`src/rtl/ttt_pixel_renderer_if.sv`:
```
// Move request handshake between the game controller (master) and the
// tic-tac-toe renderer (slave).
interface ttt_move_if;
    logic       move_valid;
    logic [3:0] move_cell;
    logic       move_ready;

    modport master (output move_valid, output move_cell, input move_ready);
    modport slave  (input move_valid, input move_cell, output move_ready);
endinterface

```
`src/rtl/ttt_pixel_renderer.sv`:
```
// Tic-tac-toe board state machine and 1-cycle pixel renderer for the VGA path.
// Optional macro TTT_HOVER_EN adds a hover_cell input that tints one cell background.
module ttt_pixel_renderer #(
    parameter int BOARD_X0    = 140,
    parameter int BOARD_Y0    = 60,
    parameter int CELL_SIZE   = 120,
    parameter int LINE_W      = 4,
    parameter int MARK_MARGIN = 16
) (
    input  logic        clk,
    input  logic        rst,
    input  logic [9:0]  posx,
    input  logic [9:0]  posy,
    input  logic        blank_n_in,
    input  logic        new_game,
    ttt_move_if.slave   move_bus,
`ifdef TTT_HOVER_EN
    input  logic [3:0]  hover_cell,
`endif
    output logic        move_err,
    output logic        turn,
    output logic [1:0]  game_state,
    output logic [1:0]  winner,
    output logic [7:0]  VGA_R,
    output logic [7:0]  VGA_G,
    output logic [7:0]  VGA_B,
    output logic        blank_n_out
);

    typedef enum logic [1:0] {
        ST_PLAY  = 2'd0,
        ST_CHECK = 2'd1,
        ST_WIN   = 2'd2,
        ST_DRAW  = 2'd3
    } state_e;

    localparam logic [1:0] CELL_EMPTY = 2'b00;
    localparam logic [1:0] CELL_X     = 2'b01;
    localparam logic [1:0] CELL_O     = 2'b10;

    localparam logic [9:0] X_B0  = 10'(BOARD_X0);
    localparam logic [9:0] X_B1  = 10'(BOARD_X0 + CELL_SIZE);
    localparam logic [9:0] X_B2  = 10'(BOARD_X0 + 2 * CELL_SIZE);
    localparam logic [9:0] X_B3  = 10'(BOARD_X0 + 3 * CELL_SIZE);
    localparam logic [9:0] Y_B0  = 10'(BOARD_Y0);
    localparam logic [9:0] Y_B1  = 10'(BOARD_Y0 + CELL_SIZE);
    localparam logic [9:0] Y_B2  = 10'(BOARD_Y0 + 2 * CELL_SIZE);
    localparam logic [9:0] Y_B3  = 10'(BOARD_Y0 + 3 * CELL_SIZE);
    localparam logic [9:0] LW    = 10'(LINE_W);
    localparam logic [9:0] IN_LO = 10'(MARK_MARGIN);
    localparam logic [9:0] IN_HI = 10'(CELL_SIZE - MARK_MARGIN);
    localparam logic [9:0] RI_LO = 10'(MARK_MARGIN + LINE_W);
    localparam logic [9:0] RI_HI = 10'(CELL_SIZE - MARK_MARGIN - LINE_W);
    localparam logic signed [10:0] DIAG_OFF = 11'(CELL_SIZE - 1);
    localparam logic signed [10:0] LW_SG    = 11'(LINE_W);

    // Cell masks of the eight winning lines in check-priority order.
    function automatic logic [8:0] line_mask(input logic [2:0] idx);
        case (idx)
            3'd0:    line_mask = 9'h007;
            3'd1:    line_mask = 9'h038;
            3'd2:    line_mask = 9'h1C0;
            3'd3:    line_mask = 9'h049;
            3'd4:    line_mask = 9'h092;
            3'd5:    line_mask = 9'h124;
            3'd6:    line_mask = 9'h111;
            3'd7:    line_mask = 9'h054;
            default: line_mask = 9'h000;
        endcase
    endfunction

    function automatic logic [8:0] mark_owned(input logic [8:0][1:0] board, input logic [1:0] mark);
        for (int i = 0; i < 9; i++) begin
            mark_owned[i] = (board[i] == mark);
        end
    endfunction

    function automatic logic signed [10:0] abs11(input logic signed [10:0] v);
        abs11 = (v < 11'sd0) ? -v : v;
    endfunction

    state_e           state_r, state_s;
    logic [8:0][1:0]  board_r, board_s;
    logic             turn_r, turn_s;
    logic [1:0]       winner_r, winner_s;
    logic [3:0]       move_count_r, move_count_s;
    logic [8:0]       win_mask_r, win_mask_s;
    logic             move_err_r, move_err_s;
    logic             move_ready_s;
    logic             cell_busy_s;
    logic [8:0]       owned_s;
    logic             line_hit_s;

    assign move_ready_s      = (state_r == ST_PLAY) && !new_game && !rst;
    assign move_bus.move_ready = move_ready_s;
    assign cell_busy_s = (move_bus.move_cell > 4'd8) ? 1'b1 : (board_r[move_bus.move_cell] != CELL_EMPTY);
    assign owned_s     = mark_owned(board_r, turn_r ? CELL_O : CELL_X);

    // Game next-state: move acceptance, line evaluation, win/draw hold.
    always_comb begin
        state_s      = state_r;
        board_s      = board_r;
        turn_s       = turn_r;
        winner_s     = winner_r;
        move_count_s = move_count_r;
        win_mask_s   = win_mask_r;
        move_err_s   = 1'b0;
        line_hit_s   = 1'b0;
        case (state_r)
            ST_PLAY: begin
                if (move_bus.move_valid && move_ready_s) begin
                    if (cell_busy_s) begin
                        move_err_s = 1'b1;
                    end else begin
                        board_s[move_bus.move_cell] = turn_r ? CELL_O : CELL_X;
                        move_count_s = move_count_r + 4'd1;
                        state_s      = ST_CHECK;
                    end
                end else begin
                    state_s = ST_PLAY;
                end
            end
            ST_CHECK: begin
                for (int i = 0; i < 8; i++) begin
                    if (!line_hit_s && ((owned_s & line_mask(3'(i))) == line_mask(3'(i)))) begin
                        line_hit_s = 1'b1;
                        win_mask_s = line_mask(3'(i));
                    end else begin
                        line_hit_s = line_hit_s;
                    end
                end
                if (line_hit_s) begin
                    winner_s = turn_r ? 2'd2 : 2'd1;
                    state_s  = ST_WIN;
                end else if (move_count_r == 4'd9) begin
                    state_s = ST_DRAW;
                end else begin
                    turn_s  = ~turn_r;
                    state_s = ST_PLAY;
                end
            end
            ST_WIN, ST_DRAW: state_s = state_r;
            default:         state_s = ST_PLAY;
        endcase
    end

    // Game state registers; new_game clears everything rst clears except the pixel path.
    always_ff @(posedge clk) begin
        if (rst || new_game) begin
            state_r      <= ST_PLAY;
            board_r      <= '0;
            turn_r       <= 1'b0;
            winner_r     <= 2'd0;
            move_count_r <= 4'd0;
            win_mask_r   <= 9'd0;
            move_err_r   <= 1'b0;
        end else begin
            state_r      <= state_s;
            board_r      <= board_s;
            turn_r       <= turn_s;
            winner_r     <= winner_s;
            move_count_r <= move_count_s;
            win_mask_r   <= win_mask_s;
            move_err_r   <= move_err_s;
        end
    end

    logic [1:0]  col_s, row_s;
    logic [9:0]  lx_s, ly_s;
    logic        inside_s, grid_s, inset_s, ring_in_s, x_stroke_s, o_stroke_s;
    logic        pix_win_s, hover_s;
    logic [3:0]  pix_cell_s;
    logic [1:0]  pix_val_s;
    logic signed [10:0] lx_sg_s, ly_sg_s;
    logic [23:0] rgb_s;
    logic [23:0] rgb_r;
    logic        blank_r;

    // Column index by comparison against the cell boundaries; 3 means outside.
    always_comb begin
        if (posx < X_B0) begin
            col_s = 2'd3; lx_s = 10'd0;
        end else if (posx < X_B1) begin
            col_s = 2'd0; lx_s = posx - X_B0;
        end else if (posx < X_B2) begin
            col_s = 2'd1; lx_s = posx - X_B1;
        end else if (posx < X_B3) begin
            col_s = 2'd2; lx_s = posx - X_B2;
        end else begin
            col_s = 2'd3; lx_s = 10'd0;
        end
    end

    // Row index, same scheme as the columns.
    always_comb begin
        if (posy < Y_B0) begin
            row_s = 2'd3; ly_s = 10'd0;
        end else if (posy < Y_B1) begin
            row_s = 2'd0; ly_s = posy - Y_B0;
        end else if (posy < Y_B2) begin
            row_s = 2'd1; ly_s = posy - Y_B1;
        end else if (posy < Y_B3) begin
            row_s = 2'd2; ly_s = posy - Y_B2;
        end else begin
            row_s = 2'd3; ly_s = 10'd0;
        end
    end

    assign inside_s   = (col_s != 2'd3) && (row_s != 2'd3);
    assign pix_cell_s = 4'(row_s) * 4'd3 + 4'(col_s);
    assign pix_val_s  = inside_s ? board_r[pix_cell_s] : CELL_EMPTY;
    assign pix_win_s  = inside_s ? (win_mask_r[pix_cell_s] && (state_r == ST_WIN)) : 1'b0;
    assign grid_s     = ((col_s != 2'd0) && (lx_s < LW)) || ((row_s != 2'd0) && (ly_s < LW));
    assign inset_s    = (lx_s >= IN_LO) && (lx_s < IN_HI) && (ly_s >= IN_LO) && (ly_s < IN_HI);
    assign ring_in_s  = (lx_s >= RI_LO) && (lx_s < RI_HI) && (ly_s >= RI_LO) && (ly_s < RI_HI);
    assign lx_sg_s    = $signed({1'b0, lx_s});
    assign ly_sg_s    = $signed({1'b0, ly_s});
    assign x_stroke_s = inset_s && ((abs11(lx_sg_s - ly_sg_s) < LW_SG) ||
                                    (abs11(lx_sg_s + ly_sg_s - DIAG_OFF) < LW_SG));
    assign o_stroke_s = inset_s && !ring_in_s;
`ifdef TTT_HOVER_EN
    assign hover_s = (state_r == ST_PLAY) && (hover_cell <= 4'd8) && (hover_cell == pix_cell_s);
`else
    assign hover_s = 1'b0;
`endif

    // Colour selection in priority order: blanking, outside, grid, marks, background.
    always_comb begin
        rgb_s = 24'h000000;
        if (!blank_n_in) begin
            rgb_s = 24'h000000;
        end else if (!inside_s) begin
            rgb_s = 24'h000000;
        end else if (grid_s) begin
            rgb_s = (state_r == ST_DRAW) ? 24'hFFFF00 : 24'hFFFFFF;
        end else if ((pix_val_s == CELL_X) && x_stroke_s) begin
            rgb_s = pix_win_s ? 24'h00FF00 : 24'hFF0000;
        end else if ((pix_val_s == CELL_O) && o_stroke_s) begin
            rgb_s = pix_win_s ? 24'h00FF00 : 24'h0000FF;
        end else if (hover_s) begin
            rgb_s = 24'h303030;
        end else begin
            rgb_s = 24'h000000;
        end
    end

    // Pixel output registers: one cycle of latency, cleared only by rst.
    always_ff @(posedge clk) begin
        if (rst) begin
            rgb_r   <= 24'h000000;
            blank_r <= 1'b0;
        end else begin
            rgb_r   <= rgb_s;
            blank_r <= blank_n_in;
        end
    end

    assign VGA_R       = rgb_r[23:16];
    assign VGA_G       = rgb_r[15:8];
    assign VGA_B       = rgb_r[7:0];
    assign blank_n_out = blank_r;
    assign move_err    = move_err_r;
    assign turn        = turn_r;
    assign game_state  = state_r;
    assign winner      = winner_r;

endmodule

```
`src/flat_wrapper.sv`:
```
// flat-port wrapper written by rule: the top's interface ports become plain ports
module ttt_pixel_renderer_flat 
#(
    parameter int BOARD_X0    = 140,
    parameter int BOARD_Y0    = 60,
    parameter int CELL_SIZE   = 120,
    parameter int LINE_W      = 4,
    parameter int MARK_MARGIN = 16
)
  (clk, rst, posx, posy, blank_n_in, new_game, move_err, turn, game_state, winner, VGA_R, VGA_G, VGA_B, blank_n_out, move_bus_move_valid, move_bus_move_cell, move_bus_move_ready);
  ttt_move_if move_bus_i ();
  input  logic clk;
  input  logic rst;
  input  logic [9:0] posx;
  input  logic [9:0] posy;
  input  logic blank_n_in;
  input  logic new_game;
  output logic move_err;
  output logic turn;
  output logic [1:0] game_state;
  output logic [1:0] winner;
  output logic [7:0] VGA_R;
  output logic [7:0] VGA_G;
  output logic [7:0] VGA_B;
  output logic blank_n_out;
  input wire logic [$bits(move_bus_i.move_valid)-1:0] move_bus_move_valid;
  input wire logic [$bits(move_bus_i.move_cell)-1:0] move_bus_move_cell;
  output wire logic [$bits(move_bus_i.move_ready)-1:0] move_bus_move_ready;
  assign move_bus_i.move_valid = move_bus_move_valid;
  assign move_bus_i.move_cell = move_bus_move_cell;
  assign move_bus_move_ready = move_bus_i.move_ready;
  ttt_pixel_renderer #(.BOARD_X0(BOARD_X0), .BOARD_Y0(BOARD_Y0), .CELL_SIZE(CELL_SIZE), .LINE_W(LINE_W), .MARK_MARGIN(MARK_MARGIN)) u_core (.clk(clk), .rst(rst), .posx(posx), .posy(posy), .blank_n_in(blank_n_in), .new_game(new_game), .move_bus(move_bus_i), .move_err(move_err), .turn(turn), .game_state(game_state), .winner(winner), .VGA_R(VGA_R), .VGA_G(VGA_G), .VGA_B(VGA_B), .blank_n_out(blank_n_out));
endmodule
```
`config.mk`:
```
export PLATFORM = sky130hd
export DESIGN_NAME = ttt_pixel_renderer_flat
export DESIGN_NICKNAME = d
export VERILOG_FILES = /design/src/rtl/ttt_pixel_renderer_if.sv /design/src/rtl/ttt_pixel_renderer.sv /design/src/flat_wrapper.sv
export SDC_FILE = /design/constraint.sdc
export NUM_CORES = 1
export LEC_CHECK = 0
export CAP_MARGIN = 25
export CORE_MARGIN = 2
export CORE_UTILIZATION = 60
export CTS_BUF_LIST = sky130_fd_sc_hd__clkbuf_8
export CTS_CLUSTER_SIZE = 40
export DETAILED_ROUTE_END_ITERATION = 7
export GPL_TIMING_DRIVEN = 0
export HOLD_SLACK_MARGIN = 0.03
export PLACE_DENSITY = 0.85
export REMOVE_ABC_BUFFERS = 1
export SYNTH_ARGS = -nofsm -noshare
export SYNTH_HDL_FRONTEND = slang
export SYNTH_SLANG_ARGS = --single-unit
```
`constraint.sdc`:
```
create_clock -name clk -period 9.8 [get_ports clk]
set_input_delay 1.96 -clock clk [delete_from_list [all_inputs] [get_ports clk]]
set_output_delay 1.96 -clock clk [all_outputs]
set_load 0.01 [all_outputs]
```
Yosys cells after proc, flatten, opt, wreduce, memory -nomap -nowiden:

Index checks and enable logic that the tools add are counted.

* add/sub/neg operators: 13
* multipliers: 1
* div/mod/pow operators: 0
* $lt $le $gt $ge: 26
* equal/unequal tests: 26
* shifts and indexed selects: 0
* mux-type cells: 75
* bitwise logic cells: 17
* reduce and logical (&&, ||, !) cells: 51

Operator list (number)
* $mux W9: 16
* $mux W24: 4
* $mux W10: 8
* $and A9 B9 Y9: 8
* $eq A9 B9 Y1: 8
* $lt A10 B9 Y1 const B: 5
* $ge A10 B5 Y1 const B: 4
* $lt A10 B7 Y1 const B: 4
* $mux W2: 15
* $sub A10 B9 Y10 const B: 3
* $logic_and A1 B1 Y1: 25
* $lt A11 B1 Y1 const B: 2
* $lt A11 B4 Y1 const B: 2
* $mux W1: 22
* $mux W11: 2
* $neg A11 Y11: 2
* $lt A10 B3 Y1 const B: 2
* $lt A10 B8 Y1 const B: 2
* $sub A10 B8 Y10 const B: 2
* $bwmux W18: 1
* $eq A2 B2 Y1: 9
* $bmux W2 S4: 2
* $mux W16: 1
* $add A10 B10 Y11: 1
* other kinds (29): 59

* bits in registers: 62
* bits in latches: 0
* RAM bits: 0
* ROM bits: 0
* input port bits: 29
* output and inout bits: 32
* logic and storage cells: 226
* memories: 0

Logic depth before layout (Yosys ltp):

Gate-level depths: netlist (run 1).

* depth in word-level cells: 36
* depth in mapped cells: 24
* mapped depth without buffers: 22

Worst setup path before layout (run 1):

Ideal clock, no wire load.

* path kind: input -> register
* start point: in posy[2]
* end point: reg u_core.rgb_r[22]
* setup time: 0.123 ns
* arrival time: 6.192 ns
* required time: 9.677 ns
* slack: 3.486 ns
* stages on the path: 24
* buffers on the path: 2
* cells stage by stage: inv_1 -> ha_1 -> or3b_1 -> a22oi_2 -> nand2_1 -> o22ai_1 -> a311oi_1 -> or2_0 -> clkbuf_1 -> ha_1 -> clkbuf_1 -> inv_1 -> ha_1 -> a21o_1 -> a211oi_1 -> nand2_1 -> o22ai_1 -> o21bai_1 -> a21oi_1 -> xnor2_1 -> a2111oi_0 -> a31o_2 -> a41oi_1 -> o21ai_1

* cells in the longest elaborated chain, start to end: 15
* elaborated cells on any way between the ends: 54
* those cells by class: add/sub: 9; mul: 1; order compare: 11; eq/ne: 2; mux: 19; bitwise: 1; reduce/logical: 11

RTL lines
* from (decl): RTL line flat_wrapper.sv:15 `input logic [9:0] posy;`
* $sub A10 B9 Y10 or $lt A10 B9 Y1 (tied branches): RTL line ttt_pixel_renderer.sv:203, ttt_pixel_renderer.sv:202
* $mux W10: RTL line ttt_pixel_renderer.sv:202 `end else if (posy < Y_B3) begin`
* $mux W10: RTL line ttt_pixel_renderer.sv:200 `end else if (posy < Y_B2) begin`
* $mux W10: RTL line ttt_pixel_renderer.sv:198 `end else if (posy < Y_B1) begin`
* $mux W10: RTL line ttt_pixel_renderer.sv:196 `if (posy < Y_B0) begin`
* $add A10 B10 Y11: RTL line ttt_pixel_renderer.sv:219 `(abs11(lx_sg_s + ly_sg_s - DIAG_OFF) < LW_SG));`
* $sub A11 B8 Y11: RTL line ttt_pixel_renderer.sv:219
* $neg A11 Y11 or $lt A11 B1 Y1 (tied branches): RTL line ttt_pixel_renderer.sv:79 `abs11 = (v < 11'sd0) ? -v : v;`
* $mux W11: RTL line ttt_pixel_renderer.sv:79
* $lt A11 B4 Y1: RTL line ttt_pixel_renderer.sv:219
* $logic_or A1 B1 Y1: RTL line ttt_pixel_renderer.sv:218 `assign x_stroke_s = inset_s && ((abs11(lx_sg_s - ly_sg_s) < LW_SG) ||`
* $logic_and A1 B1 Y1: RTL line ttt_pixel_renderer.sv:218
* $logic_and A1 B1 Y1: RTL line ttt_pixel_renderer.sv:236 `end else if ((pix_val_s == CELL_X) && x_stroke_s) begin`
* $mux W24: RTL line ttt_pixel_renderer.sv:236
* $mux W24: RTL line ttt_pixel_renderer.sv:234 `end else if (grid_s) begin`
* to (signal assigned): RTL line ttt_pixel_renderer.sv:253 `rgb_r <= rgb_s;`
* to (decl): RTL line ttt_pixel_renderer.sv:176 `logic [23:0] rgb_r;`

Parallel ways exist; a longest one is shown, timed or not. The select of a mux whose other input is x is not followed.
A chain may end at the register's enable or synchronous reset.

Final worst setup path (run 1):

Same ends and word-level chain as after synthesis.

==> flow_metrics.env, run 1 <==
export IMPL_status="finished clean"
export IMPL_yosysUniqueCellTypes=80
export IMPL_final_cell_mix="87 x nor2_1, 60 x clkdlybuf4s50_1, 58 x nand2_1, 53 x inv_1, 52 x a21oi_1"
export IMPL_post_cts_buffers=0
export IMPL_internal_power_mw=0.3749
export IMPL_post_place_ws_ns=1.730
export IMPL_p_sw_share_pct=38.49
export IMPL_cts_root_buf="clkbuf_8"
export IMPL_nFillCells=690
export IMPL_dp_hpwl_um=10490
export IMPL_via_per_inst=6.298
export IMPL_port_buffers=60
export IMPL_grt_total_usage_pct=29.37
export IMPL_areaGrowthSynthToFinish_pct=10.80
export IMPL_p_leak_nw=2.181
export IMPL_fp_dieArea_um2=9228
export IMPL_worstHoldStart="u_core.win_mask_r[7]"
export IMPL_worstPathArrival_ns=8.07
export IMPL_clk_pin_slew_worst_paths_ns=0.08
export IMPL_ctsResizeCount=0
export IMPL_period_share_pct=80.68
export IMPL_rows=33
export IMPL_yosysSeqAreaShare_pct=16.14
export IMPL_ys_async_sr_fraction_pct=0
export IMPL_ctsHoldBuffers=0
export IMPL_start_util_pct=61.89
export IMPL_drtIter0Drc=345
export IMPL_vdd_ir_drop_max_mv=0.1066
export IMPL_grt_overflow=0
export IMPL_drcViolationCount=0
export IMPL_ant_nets=0
export IMPL_wl_per_cell_um=16.30
export IMPL_crit_start="posy[2]"
export IMPL_rr_startpoint="u_core.turn"
export IMPL_place_congestion=0.9470
export IMPL_synth_area_per_cell_um2=7.223
export IMPL_power_share_combinational_pct=49.1
export IMPL_clock_sinks=41
export IMPL_drive_gt1_share_pct=4.854
export IMPL_crit_required_ns=9.97
export IMPL_drt_wl_total_um=13470
export IMPL_p_switching_mw=0.2346
export IMPL_setup_violations_final=0
export IMPL_p_per_area_nw_per_um2=108.2
export IMPL_hold_class="reg -> reg"
export IMPL_final_net_count=792
export IMPL_ys_flop_type="dfxtp_1"
export IMPL_ios=61
export IMPL_p_seq_share_pct=27.7
export IMPL_synth_edf_count=0
export IMPL_p_clk_share_pct=23.2
export IMPL_maxCapViolations=0
export IMPL_cts_tree="done"
export IMPL_yosys_warnings=0
export IMPL_crit_type="in -> reg"
export IMPL_worstMarginPinSlew_ns=0.8211
export IMPL_die_height_um=96.06
export IMPL_grt_max_degree=36
export IMPL_h_tree_depth=2
export IMPL_die_w_um=96.06
export IMPL_multi_input_area_um2=3770
export IMPL_grtUsageMet2_pct=50.41
export IMPL_relSlewSlack_pct=45.14
export IMPL_cts_buffers=5
export IMPL_insertion_delay_ns=0.30
export IMPL_clock_path_buffers=2
export IMPL_setup_worst_path_end_class="flop"
export IMPL_cp_max_fo=12
export IMPL_hold_viol_final=0
export IMPL_slew_violations=0
export IMPL_core_area_um2=8217
export IMPL_seqCellArea_um2=820.8
export IMPL_antenna_found_initial=0
export IMPL_antenna_cells=0
export IMPL_grt_pass1_wl_um=21910
export IMPL_met1_usage_pct=36.36
export IMPL_dr_total_vias=5202
export IMPL_fin_worst_skew_ns=0.005600
export IMPL_setup_slack_ns=1.894
export IMPL_drt_pass1_iter_count=5
export IMPL_first_global_vias=4836
export IMPL_ys_seq_elements=41
export IMPL_grt_busiest_layer="met2"
export IMPL_use_met3_pct=4.385
export IMPL_critPathLaunchType="primary input"
export IMPL_final_common_cell="nor2_1"
export IMPL_syn_area_um2=5085
export IMPL_fin_crit_ns=7.906
export IMPL_synthCells=704
export IMPL_fmax_ghz=0.1265
export IMPL_grt_setup_unrepaired="false"
export IMPL_setup_tns_ns=0
-- cells by family (layout without fill, tap and decap cells) --
group           after synthesis  count (layout)  synth area share (%)
xor+xnor                     27              27                 4.651
simple gates                271             271                 26.33
flops                        41              41                 16.14
buf+inv                     105             120                 9.867
compound gates              204             204                 28.05
fa+ha+maj                    43              43                 11.17
mux                          11              11                 3.642
other cells                   2               4                0.1477
-- synth_stat cells, types with 4 or more instances --
master	count	area, µm²
xor2_1	9	78.83
nand2_1	58	217.7
or3_1	5	31.28
buf_2	8	40.04
nor3b_1	4	30.03
a31oi_1	18	112.6
o21ai_0	34	170.2
o22ai_1	11	68.82
nor2_1	87	326.6
o211ai_1	6	45.04
a211oi_1	8	60.06
nand3_1	19	95.09
mux2i_1	5	50.05
nand4_1	5	31.28
nand2b_1	14	87.58
o21a_1	4	30.03
o21bai_1	5	37.54
a21oi_1	52	260.3
a311oi_1	4	35.03
ha_1	39	488.0
and3_1	10	62.56
and2_1	7	43.79
o32ai_1	4	35.03
inv_1	52	195.2
fa_1	4	80.08
mux4_2	6	135.1
buf_4	22	165.2
clkbuf_1	20	75.07
or2_2	4	25.02
xnor2_1	18	157.7
nor3_1	25	125.1
nand3b_1	7	52.55
a21o_1	5	37.54
nor4b_1	4	35.03
dfxtp_1	41	820.8
nor2b_1	8	50.05
-- power groups by stage --
stage                     sequential, mW  combinational, mW  clock, mW
after global routing               0.169              0.330      0.148
after CTS                          0.169              0.294      0.141
after global placement             0.173              0.281          0
final                              0.169              0.300      0.141
after floorplan                    0.173              0.217          0
after detailed placement           0.173              0.293          0
-- metrics by stage --
| step | std cells | hold slack [ns] | utilization (%) | power, mW | instance area, µm² |
|---|---|---|---|---|---|
| finish | 826 | 0.4646 | 68.57 | 0.6096 | 5634 |
| global route | 826 | 0.4879 | 68.57 | 0.6472 | 5634 |
| CTS | 826 | 0.4645 | 68.57 | 0.6040 | 5634 |
| detailed placement | 818 | 0.4509 | 67.15 | 0.4652 | 5518 |
| global placement | 818 | 0.4404 | 67.15 | 0.4534 | 5518 |
| floorplan | 653 | 0.4321 | - | 0.3903 | 4786 |
-- per-layer routing --
| metal | vias up | part of all wire [%] |
|---|---|---|
| met4 | 0 | 3.3 |
| li1 | 2560 | - |
| met5 | - | 0 |
| met2 | 204 | 49 |
| met1 | 2397 | 41 |
| met3 | 41 | 6.1 |
-- layout make-up --
type,count,area share (%)
clock buffer,6,1.466
clock inverter,2,0.5996
inverter,52,3.464
multi-input combinational,560,66.91
sequential,41,14.57
tap,105,2.332
timing repair buffer,60,10.66
-- flip-flops by register name, indices dropped and copies added (netlist names) --
signal	count
u_core.winner	2
u_core.win_mask_r	9
u_core.move_count_r	4
u_core.blank_n_out	1
u_core.turn	1
u_core.game_state	2
u_core.move_err	1
u_core.board_r	18
u_core.rgb_r	3
-- worst paths after layout --
kind                                              to  slack (ns)  cells past startpoint
worst max-delay path                u_core.rgb_r[22]        1.89                     22
worst min-delay path            u_core.win_mask_r[7]        0.46                      2
worst max register to register  u_core.win_mask_r[6]        6.51                      8
worst min register to register  u_core.win_mask_r[7]        0.46                      2
-- critical path, stage by stage --
cell             delay [ns]
clkdlybuf4s50_1        0.65
inv_1                  0.11
ha_1                   0.26
nand3b_1               0.27
o21bai_1               0.71
o32ai_1                0.16
a311oi_1               0.51
or2_0                  0.36
ha_1                   0.35
inv_1                  0.10
ha_1                   0.36
a21o_1                 0.20
a211oi_1               0.21
nand2_1                0.08
o22ai_1                0.24
o21bai_1               0.09
a21oi_1                0.17
xnor2_1                0.26
a2111oi_0              0.19
a31o_2                 0.25
a41oi_1                0.43
o21ai_1                0.14
Power figures use the tool's default switching activity.
==> run 2, diff against run 1 <==
--- a/config.mk
+++ b/config.mk
@@ -7,13 +7,13 @@
 export LEC_CHECK = 0
 export CAP_MARGIN = 25
 export CORE_MARGIN = 2
-export CORE_UTILIZATION = 60
+export CORE_UTILIZATION = 59
 export CTS_BUF_LIST = sky130_fd_sc_hd__clkbuf_8
 export CTS_CLUSTER_SIZE = 40
 export DETAILED_ROUTE_END_ITERATION = 7
 export GPL_TIMING_DRIVEN = 0
 export HOLD_SLACK_MARGIN = 0.03
-export PLACE_DENSITY = 0.85
+export PLACE_DENSITY = 0.84
 export REMOVE_ABC_BUFFERS = 1
 export SYNTH_ARGS = -nofsm -noshare
 export SYNTH_HDL_FRONTEND = slang
==> constraint.sdc (replaced) <==
create_clock -name clk -period 8.25 [get_ports clk]
set_input_delay 1.65 -clock clk [delete_from_list [all_inputs] [get_ports clk]]
set_output_delay 1.65 -clock clk [all_outputs]
set_load 0.01 [all_outputs]
==> run 2 against run 1 <==
Die area is 1.6% higher. Utilization decreased by 0.68 points. Worst setup slack got worse by 0.97 ns. Design area unchanged. Largest cell class unchanged. Total power rose by 17%. Cell count unchanged. Register-to-register slack got worse by 1.4 ns. Clock power is 16% higher. Global-route usage is 2.3 points lower. Flip-flop and latch count is the same. Clock skew about the same. Critical path type unchanged. Non-clock buffer count unchanged.
==> flow_metrics.env, run 2 (synthesis gave the netlist of run 1 again) <==
export IMPL_status="finished clean"
export IMPL_p_seq_share_pct=28.0
export IMPL_period_share_pct=88.77
export IMPL_port_buffers=60
export IMPL_antenna_cells=0
export IMPL_via_per_inst=6.338
export IMPL_hold_viol_final=0
export IMPL_die_height_um=96.84
export IMPL_drive_gt1_share_pct=4.854
export IMPL_place_congestion=0.9108
export IMPL_worstMarginPinSlew_ns=0.8352
export IMPL_fin_worst_skew_ns=0.005723
export IMPL_critPathMaxStageDelay_ns=0.71
export IMPL_grt_setup_unrepaired="false"
export IMPL_top_regs="u_core.board_r x18, u_core.win_mask_r x9, u_core.move_count_r x4"
export IMPL_clock_path_buffers=2
export IMPL_clk_pin_slew_worst_paths_ns=0.07
export IMPL_relSlewSlack_pct=44.21
export IMPL_ant_nets=0
export IMPL_path_common_cell="ha_1"
export IMPL_cts_root_buf="clkbuf_8"
export IMPL_core_area_um2=8299
export IMPL_worstPathArrival_ns=7.49
export IMPL_die_w_um=96.84
export IMPL_hold_depth=2
export IMPL_drtIter0Drc=325
export IMPL_final_cell_mix="87 x nor2_1, 60 x clkdlybuf4s50_1, 58 x nand2_1, 53 x inv_1, 52 x a21oi_1"
export IMPL_drcViolationCount=0
export IMPL_ctsResizeCount=0
export IMPL_maxCapViolations=0
export IMPL_grt_total_usage_pct=27.04
export IMPL_setup_worst_path_end_class="flop"
export IMPL_fmax_ghz=0.1366
export IMPL_drt_wl_total_um=13150
export IMPL_place_inst=818
export IMPL_critPathLaunchType="primary input"
export IMPL_setup_tns_ns=0
export IMPL_drt_pass1_iter_count=5
export IMPL_p_leak_nw=2.181
export IMPL_finalNonFillerCells=826
export IMPL_final_common_cell="nor2_1"
export IMPL_areaGrowthSynthToFinish_pct=10.80
export IMPL_rows=33
export IMPL_ios=61
export IMPL_grt_max_degree=36
export IMPL_largest_reg_flops=18
export IMPL_dp_hpwl_um=10350
export IMPL_h_tree_depth=2
export IMPL_antenna_found_initial=0
export IMPL_grt_pass1_wl_um=21960
export IMPL_post_cts_buffers=0
export IMPL_fp_dieArea_um2=9377
export IMPL_cp_slowest_cell="o21bai_1"
export IMPL_grt_overflow=0
export IMPL_power_share_combinational_pct=49.3
export IMPL_hold_class="reg -> reg"
export IMPL_slew_violations=0
export IMPL_first_global_vias=4805
export IMPL_fin_crit_ns=7.323
export IMPL_start_util_pct=61.27
export IMPL_final_net_count=792
export IMPL_internal_power_mw=0.4453
export IMPL_insertion_delay_ns=0.29
export IMPL_cts_buffers=5
export IMPL_p_clk_share_pct=22.8
export IMPL_cp_max_fo=12
export IMPL_dr_total_vias=5235
export IMPL_cts_tree="done"
export IMPL_clock_sinks=41
export IMPL_crit_type="in -> reg"
export IMPL_crit_required_ns=8.42
export IMPL_reg2reg_depth=9
export IMPL_wl_per_cell_um=15.92
export IMPL_p_per_area_nw_per_um2=127.1
export IMPL_ctsHoldBuffers=0
export IMPL_p_switching_mw=0.2706
export IMPL_vdd_ir_drop_max_mv=0.1653
export IMPL_p_sw_share_pct=37.80
export IMPL_setup_violations_final=0
export IMPL_crit_path_cell_trace="clkdlybuf4s50_1 -> inv_1 -> ha_1 -> nand3b_1 -> o21bai_1 -> o21ai_0 -> a311oi_1 -> or2_0 -> ha_1 -> inv_1 -> ha_1 -> a21o_1 -> a211oi_1 -> nand2_1 -> o22ai_1 -> o21bai_1 -> a21oi_1 -> xnor2_1 -> a2111oi_0 -> a31o_2 -> a41oi_1 -> a21oi_1"
export IMPL_largest_register="u_core.board_r"
## run 2: stage by stage
| step | instance area [µm²] | utilization [%] | hold slack [ns] | setup slack [ns] | total power, mW |
|---|---|---|---|---|---|
| 3_3_place_gp | 5518 | 66.49 | 0.4419 | 0.8763 | 0.5381 |
| 6_report | 5634 | 67.89 | 0.4695 | 0.9267 | 0.7159 |
| 3_5_place_dp | 5518 | 66.49 | 0.4503 | 0.7589 | 0.5503 |
| 5_1_grt | 5634 | 67.89 | 0.4754 | 0.4671 | 0.7619 |
| 4_1_cts | 5634 | 67.89 | 0.4667 | 1.055 | 0.7128 |
| 2_1_floorplan | 4786 | - | 0.4321 | 2.390 | 0.4636 |
## run 2: final cells by class
| class | count | area [µm²] |
|---|---|---|
| clock inverter | 2 | 33.78 |
| sequential | 41 | 820.8 |
| timing repair buffer | 60 | 600.6 |
| clock buffer | 6 | 82.58 |
| multi-input combinational | 560 | 3770 |
| inverter | 52 | 195.2 |
| tap | 105 | 131.4 |
| fill | 710 | 2665 |
## run 2: path summary, 6_finish.rpt
| path | from | end | slack, ns |
|---|---|---|---|
| max | posy[2] | u_core.rgb_r[15] | 0.93 |
| max reg2reg | u_core.turn | u_core.win_mask_r[6] | 5.13 |
| min | u_core.winner[1] | u_core.winner[1] | 0.47 |
| min reg2reg | u_core.winner[1] | u_core.winner[1] | 0.47 |
## run 2: critical path, delay by kind of cell
kind	cells	cell delay (ns)
buf+inv	3	0.85
compound gates	12	3.11
fa+ha+maj	3	0.98
xor+xnor	1	0.24
simple gates	3	0.64
## run 2: per-layer routing
metal / GRT usage, % / up-vias / part of all wire, %
met1: 31.93 / 2458 / 41
met4: 9.101 / 0 / 2.3
met2: 50.48 / 196 / 52
met5: 0 / - / 0
met3: 2.962 / 32 / 5.3
li1: - / 2549 / -
## run 2: power by group through the flow
| stage | registers [mW] | clock network (mW) | logic [mW] |
|---|---|---|---|
| global route | 0.201 | 0.173 | 0.389 |
| finish | 0.200 | 0.163 | 0.353 |
| floorplan | 0.206 | 0 | 0.258 |
| detailed placement | 0.205 | 0 | 0.345 |
| global placement | 0.205 | 0 | 0.333 |
| CTS | 0.200 | 0.165 | 0.347 |
==> run 3, diff against run 2 <==
--- a/config.mk
+++ b/config.mk
@@ -15,6 +15,7 @@
 export HOLD_SLACK_MARGIN = 0.03
 export PLACE_DENSITY = 0.84
 export REMOVE_ABC_BUFFERS = 1
+export SLEW_MARGIN = 15
 export SYNTH_ARGS = -nofsm -noshare
 export SYNTH_HDL_FRONTEND = slang
 export SYNTH_SLANG_ARGS = --single-unit
==> results of run 3 <==
Same layout as run 2: the final DEF is identical, and so are final timing and power.
